File: config.mk
export PLATFORM = sky130hd
export DESIGN_NAME = ifetch_ctrl_flat
export DESIGN_NICKNAME = d
export VERILOG_FILES = /design/src/rtl/ifetch_ctrl_if.sv /design/src/rtl/ifetch_ctrl.sv /design/src/flat_wrapper.sv
export SDC_FILE = /design/constraint.sdc
export NUM_CORES = 1
export LEC_CHECK = 0
export BUFFER_PORTS_ARGS = -buffer_cell sky130_fd_sc_hd__buf_4
export CAP_MARGIN = 20
export CORE_MARGIN = 3
export CORE_UTILIZATION = 40
export CTS_BUF_LIST = sky130_fd_sc_hd__clkbuf_4
export DETAILED_ROUTE_END_ITERATION = 6
export HOLD_SLACK_MARGIN = 0.1
export PLACE_DENSITY = 0.77
export SLEW_MARGIN = 20
export SYNTH_ARGS = -nofsm -noshare
export SYNTH_HDL_FRONTEND = slang
export SYNTH_SLANG_ARGS = --single-unit
File: constraint.sdc
create_clock -name clk -period 6 [get_ports clk]
set_clock_uncertainty 0.1 [all_clocks]
set_input_delay 0.3 -clock clk [delete_from_list [all_inputs] [get_ports clk]]
set_output_delay 0.3 -clock clk [all_outputs]
set_load 0.005 [all_outputs]
File: src/rtl/ifetch_ctrl_if.sv
// Fetch-controller bus: run/step/stall controls, branch/jump redirect,
// and the instruction-memory address/data path plus status outputs.
interface ifetch_ctrl_if;
    logic        run;
    logic        step;
    logic        stall;
    logic        branch;
    logic [15:0] br_offset;
    logic        jump;
    logic [25:0] j_addr;
    logic [31:0] inst;
    logic [31:0] addr;
    logic [31:0] pc4;
    logic [31:0] inst_out;
    logic        inst_valid;
    logic [1:0]  state;
    logic        halted;
    logic [15:0] fetch_count;

    modport master (
        input  run, step, stall, branch, br_offset, jump, j_addr, inst,
        output addr, pc4, inst_out, inst_valid, state, halted, fetch_count
    );

    modport slave (
        output run, step, stall, branch, br_offset, jump, j_addr, inst,
        input  addr, pc4, inst_out, inst_valid, state, halted, fetch_count
    );
endinterface

File: src/rtl/ifetch_ctrl.sv
// Instruction-fetch sequencer: owns the PC, drives the combinational imem,
// and sequences run / single-step / stall with a sticky halt on bad fetches.
module ifetch_ctrl #(
    parameter logic [31:0] RESET_PC   = 32'h0000_0000,
    parameter int          IMEM_WORDS = 32
) (
    input  logic         clk,
    input  logic         rst,
    ifetch_ctrl_if.master bus
);
    typedef enum logic [1:0] {
        IDLE = 2'b00,
        RUN  = 2'b01,
        STEP = 2'b10,
        HALT = 2'b11
    } state_t;

    state_t      state_q, state_d;
    logic [31:0] pc, pc4, next_pc, br_target;
    logic [15:0] fetch_count;
    logic        in_range, active, valid, advance;

    always_comb begin
        pc4       = pc + 32'd4;
        br_target = pc4 + {{14{bus.br_offset[15]}}, bus.br_offset, 2'b00};
        in_range  = (pc[1:0] == 2'b00) && ({2'b00, pc[31:2]} < 32'(IMEM_WORDS));
        active    = (state_q == RUN) || (state_q == STEP);
        valid     = active && in_range;
        advance   = valid && !bus.stall;
        if (bus.jump)
            next_pc = {pc4[31:28], bus.j_addr, 2'b00};
        else if (bus.branch)
            next_pc = br_target;
        else
            next_pc = pc4;
    end

    // A bad fetch halts on the next edge even under stall.
    always_comb begin
        state_d = state_q;
        case (state_q)
            IDLE: begin
                if (bus.run)
                    state_d = RUN;
                else if (bus.step)
                    state_d = STEP;
            end
            RUN: begin
                if (!in_range)
                    state_d = HALT;
                else if (!bus.run)
                    state_d = IDLE;
            end
            STEP: begin
                if (!in_range)
                    state_d = HALT;
                else if (!bus.stall)
                    state_d = IDLE;
            end
            default: state_d = HALT;
        endcase
    end

    always_ff @(posedge clk or posedge rst) begin
        if (rst) begin
            state_q     <= IDLE;
            pc          <= RESET_PC;
            fetch_count <= 16'h0000;
        end else begin
            state_q <= state_d;
            if (advance) begin
                pc <= next_pc;
                if (fetch_count != 16'hFFFF)
                    fetch_count <= fetch_count + 16'd1;
            end
        end
    end

    assign bus.addr        = pc;
    assign bus.pc4         = pc4;
    assign bus.inst_valid  = valid;
    assign bus.inst_out    = valid ? bus.inst : 32'h0;
    assign bus.state       = state_q;
    assign bus.halted      = (state_q == HALT);
    assign bus.fetch_count = fetch_count;
endmodule

File: src/flat_wrapper.sv
// flat-port wrapper written by rule: the top's interface ports become plain ports
module ifetch_ctrl_flat 
#(
    parameter logic [31:0] RESET_PC   = 32'h0000_0000,
    parameter int          IMEM_WORDS = 32
)
  (clk, rst, bus_run, bus_step, bus_stall, bus_branch, bus_br_offset, bus_jump, bus_j_addr, bus_inst, bus_addr, bus_pc4, bus_inst_out, bus_inst_valid, bus_state, bus_halted, bus_fetch_count);
  ifetch_ctrl_if bus_i ();
  input  logic clk;
  input  logic rst;
  input wire logic [$bits(bus_i.run)-1:0] bus_run;
  input wire logic [$bits(bus_i.step)-1:0] bus_step;
  input wire logic [$bits(bus_i.stall)-1:0] bus_stall;
  input wire logic [$bits(bus_i.branch)-1:0] bus_branch;
  input wire logic [$bits(bus_i.br_offset)-1:0] bus_br_offset;
  input wire logic [$bits(bus_i.jump)-1:0] bus_jump;
  input wire logic [$bits(bus_i.j_addr)-1:0] bus_j_addr;
  input wire logic [$bits(bus_i.inst)-1:0] bus_inst;
  output wire logic [$bits(bus_i.addr)-1:0] bus_addr;
  output wire logic [$bits(bus_i.pc4)-1:0] bus_pc4;
  output wire logic [$bits(bus_i.inst_out)-1:0] bus_inst_out;
  output wire logic [$bits(bus_i.inst_valid)-1:0] bus_inst_valid;
  output wire logic [$bits(bus_i.state)-1:0] bus_state;
  output wire logic [$bits(bus_i.halted)-1:0] bus_halted;
  output wire logic [$bits(bus_i.fetch_count)-1:0] bus_fetch_count;
  assign bus_i.run = bus_run;
  assign bus_i.step = bus_step;
  assign bus_i.stall = bus_stall;
  assign bus_i.branch = bus_branch;
  assign bus_i.br_offset = bus_br_offset;
  assign bus_i.jump = bus_jump;
  assign bus_i.j_addr = bus_j_addr;
  assign bus_i.inst = bus_inst;
  assign bus_addr = bus_i.addr;
  assign bus_pc4 = bus_i.pc4;
  assign bus_inst_out = bus_i.inst_out;
  assign bus_inst_valid = bus_i.inst_valid;
  assign bus_state = bus_i.state;
  assign bus_halted = bus_i.halted;
  assign bus_fetch_count = bus_i.fetch_count;
  ifetch_ctrl #(.RESET_PC(RESET_PC), .IMEM_WORDS(IMEM_WORDS)) u_core (.clk(clk), .rst(rst), .bus(bus_i));
endmodule
==> flow_metrics.py <==
metrics = {
    "outcome": {
        "status": "completed",
    },
    "synthesis": {
        "synth_edf_count": 0,
        "yosys.area.top_type_share_pct": 25.24,
        "syn-cell-area_mm2": 0.004760,
        "ys_ff_latch": 48,
        "synth_xor_area_share_pct": 11.41,
        "yosysSeqAreaShare_pct": 25.24,
        "yosys.area_share.adder_pct": 11.20,
        "avgSynthCellArea_um2": 8.150,
        "synth_top_family_by_area": "simple AND/OR/NAND/NOR gates",
        "synthCells": 584,
        "async_flop_share_pct": 100.0,
        "synth_top_cell_by_area": "dfrtp_1",
        "synth_cell_types": 65,
        "synth_compound_area_share_pct": 21.85,
        "ys_top_cells_by_area": "dfrtp_1, ha_1, xnor2_1",
        "ys.flop_type": "dfrtp_1",
        "synthSimpleGateAreaFrac_pct": 25.63,
        "yosysMostFrequentCell": "nand2_1",
        "synthMuxAreaShare_pct": 0.6309,
        "ys.warnings.count": 0,
        "synth_commonest_cells": "nand2_1, dfrtp_1, a21oi_1",
    },
    "floorplanning": {
        "row_count": 39,
        "die_w_um": 115.1,
        "core_region_area_mm2": 0.01152,
        "io_pins": 197,
        "initial_core_util_pct": 41.33,
        "die_h_um": 115.1,
        "dieArea_mm2": 0.01324,
    },
    "placement": {
        "portBuffers": 192,
        "place_area_mm2": 0.006295,
        "gp_congestion": 0.9453,
        "hpwl_mm": 12.91,
        "placed_cells": 900,
    },
    "routing": {
        "drt_iter0_drc": 356,
        "drtPass1Iterations": 5,
        "wirelength_mm": 16.05,
        "routedWlPerCell_um": 17.46,
        "drtAntennaViolNets": 0,
        "vias": 5151,
        "remaining_drc_errors": 0,
        "via_per_inst": 5.605,
    },
    "power_and_ir_drop": {
        "peakVddDrop_mv": 0.1320,
        "p_leak_uw": 0.003244,
        "power_density_mw_per_mm2": 134.3,
        "finalPower_uw": 872.7,
    },
    "setup_path": {
        "path_cells": "ha_1 -> nand3_1 -> nor3_1 -> nand2_1 -> nor2_1 -> nand3_1 -> xnor2_1 -> ha_1 -> a21o_1 -> a211oi_1 -> nand2_1 -> o31ai_1 -> o31ai_1 -> xnor2_1 -> a21o_1",
        "critPathMaxStageDelay_ps": 470,
        "critPathLaunch": "u_core.bus.addr[2]",
        "crit_family": "compound AO/OA/AOI/OAI gates",
        "critPathRequiredTime_ps": 6190,
        "worstPathBufferInverterCount": 0,
        "timing.reg2reg.setup_slack_ps": 1770,
        "endpoint": "u_core.bus.addr[31]",
        "path_class": "reg2reg",
        "critical_path_depth": 15,
        "r2r_start": "u_core.bus.addr[2]",
        "end_kind": "flop",
        "r2r_end": "u_core.bus.addr[31]",
        "cp_max_fo": 9,
        "cp-start-kind": "flop",
        "cp_slowest_cell": "dfrtp_1",
        "worst-r2r-cell-count": 15,
        "cp.arrival_ps": 4420,
    },
    "cells_and_area": {
        "stdcell_count": 919,
        "final_area_mm2": 0.006496,
        "nNetsFinal": 898,
        "n_antenna_cell": 0,
        "drive_above_1_share_pct": 28.09,
        "area_growth_pct": 36.49,
        "fin_util_pct": 56.41,
    },
    "timing": {
        "drv_slew": 0,
        "final-hold-violation-count": 0,
        "max-slew-margin-rel_pct": 39.85,
        "setup_viol": 0,
        "rsz0062_at_grt": "no",
        "min_period_over_period_pct": 70.55,
        "tightest_slew_ps": 898.9,
        "fmax_mhz": 236.2,
        "tns_ps": 0,
        "fin_crit_ps": 4233,
    },
    "clock_tree": {
        "clock_latency_ps": 370,
        "cts_buffers": 5,
        "cts_tree": "yes",
        "clockRootBuffer": "clkbuf_4",
        "clk_path_buf_depth": 2,
        "clkTransAtPathRegs_ps": 160,
        "cts_hold_buf": 11,
        "cts.sinks": 48,
        "cts_setup_buffers": 0,
        "ctsResizeCount": 0,
        "cts_max_level": 2,
    },
    "flow_run": {
        "maxCapViolCount": 0,
    },
    "grt": {
        "antenna_found_initial": 0,
        "grt_pass1_vias": 4816,
        "grt_pass1_wl_mm": 24.79,
        "overflow": 0,
        "track_usage_pct": 23.11,
        "grt_max_degree": 49,
    },
    "min_path": {
        "min_path_type": "in2reg",
    },
}
layout by cell type (no fill, tap or decap), types with 20 or more instances in the layout:
cell type,Yosys,routed
buf_4,4,192
a21oi_1,44,44
ha_1,41,41
nor2_1,36,35
xor2_1,20,20
nand2_1,50,50
nand3_1,28,28
o21ai_0,28,28
dfrtp_1,48,48
and2_1,38,38
inv_1,23,22
xnor2_1,42,42
registers in the layout, indices dropped and copies added, names as in the netlist:
register / count
u_core.bus.addr: 30
u_core.bus.fetch_count: 16
u_core.bus.state: 2
report_power, final:
group	switching, uW	internal, uW
Clock	113	89.2
Sequential	21.9	334
Combinational	162	153
Total	297	576
layer usage:
layer	up-vias	routed length [um]	global-route usage, %	share of wire, %
li1	2490	-	-	-
met1	2439	6613	31.37	41
met2	208	7937	38.12	49
met3	14	1332	5.000	8.3
met4	0	167	4.617	1.0
met5	-	0	0	0
area by class of cell:
| class | count | area [um2] |
|---|---|---|
| flip-flops and latches | 48 | 1201 |
| fillers | 1066 | 5020 |
| multi-input cells | 493 | 3390 |
| inverters | 24 | 91.34 |
| repair buffers | 203 | 1551 |
| clock buffers | 5 | 37.54 |
| well taps | 143 | 178.9 |
| clock inverters | 3 | 46.29 |
worst min-delay path by stage:
stage	from	endpoint	slack (ps)	depth (start not counted)
finish	bus_j_addr[3]	u_core.bus.addr[5]	120	3
global route	bus_j_addr[4]	u_core.bus.addr[6]	120	3
CTS	bus_j_addr[3]	u_core.bus.addr[5]	110	3
detailed placement	u_core.bus.fetch_count[7]	u_core.bus.fetch_count[7]	380	1
global placement	u_core.bus.fetch_count[5]	u_core.bus.fetch_count[5]	380	1
floorplan	bus_j_addr[10]	u_core.bus.addr[12]	320	2
logic make-up after synthesis:
| logic type | count (synthesis) |
|---|---|
| AND/OR/NAND/NOR | 224 |
| AO/OA/AOI/OAI | 158 |
| XOR/XNOR | 62 |
| flip-flops | 48 |
| buffers and inverters | 46 |
| adder cells (fa/ha/maj) | 42 |
| multiplexers | 3 |
| other | 1 |
per-stage QoR:
step	hold slack, ps	setup WS, ps
2_1_floorplan	319.8	2365
3_3_place_gp	377.8	1974
3_5_place_dp	380.9	1858
4_1_cts	106.3	1823
5_1_grt	118.1	1450
6_report	124.2	1767
worst register-to-register path, cell delays in order, from the launching register on:
cell and delay (ps):
dfrtp_1 470, ha_1 220, nand3_1 220, nor3_1 450, nand2_1 160, nor2_1 220
nand3_1 130, xnor2_1 250, ha_1 400, a21o_1 220, a211oi_1 290, nand2_1 90
o31ai_1 420, o31ai_1 190, xnor2_1 170, a21o_1 190
Power figures use the tool's default switching activity.
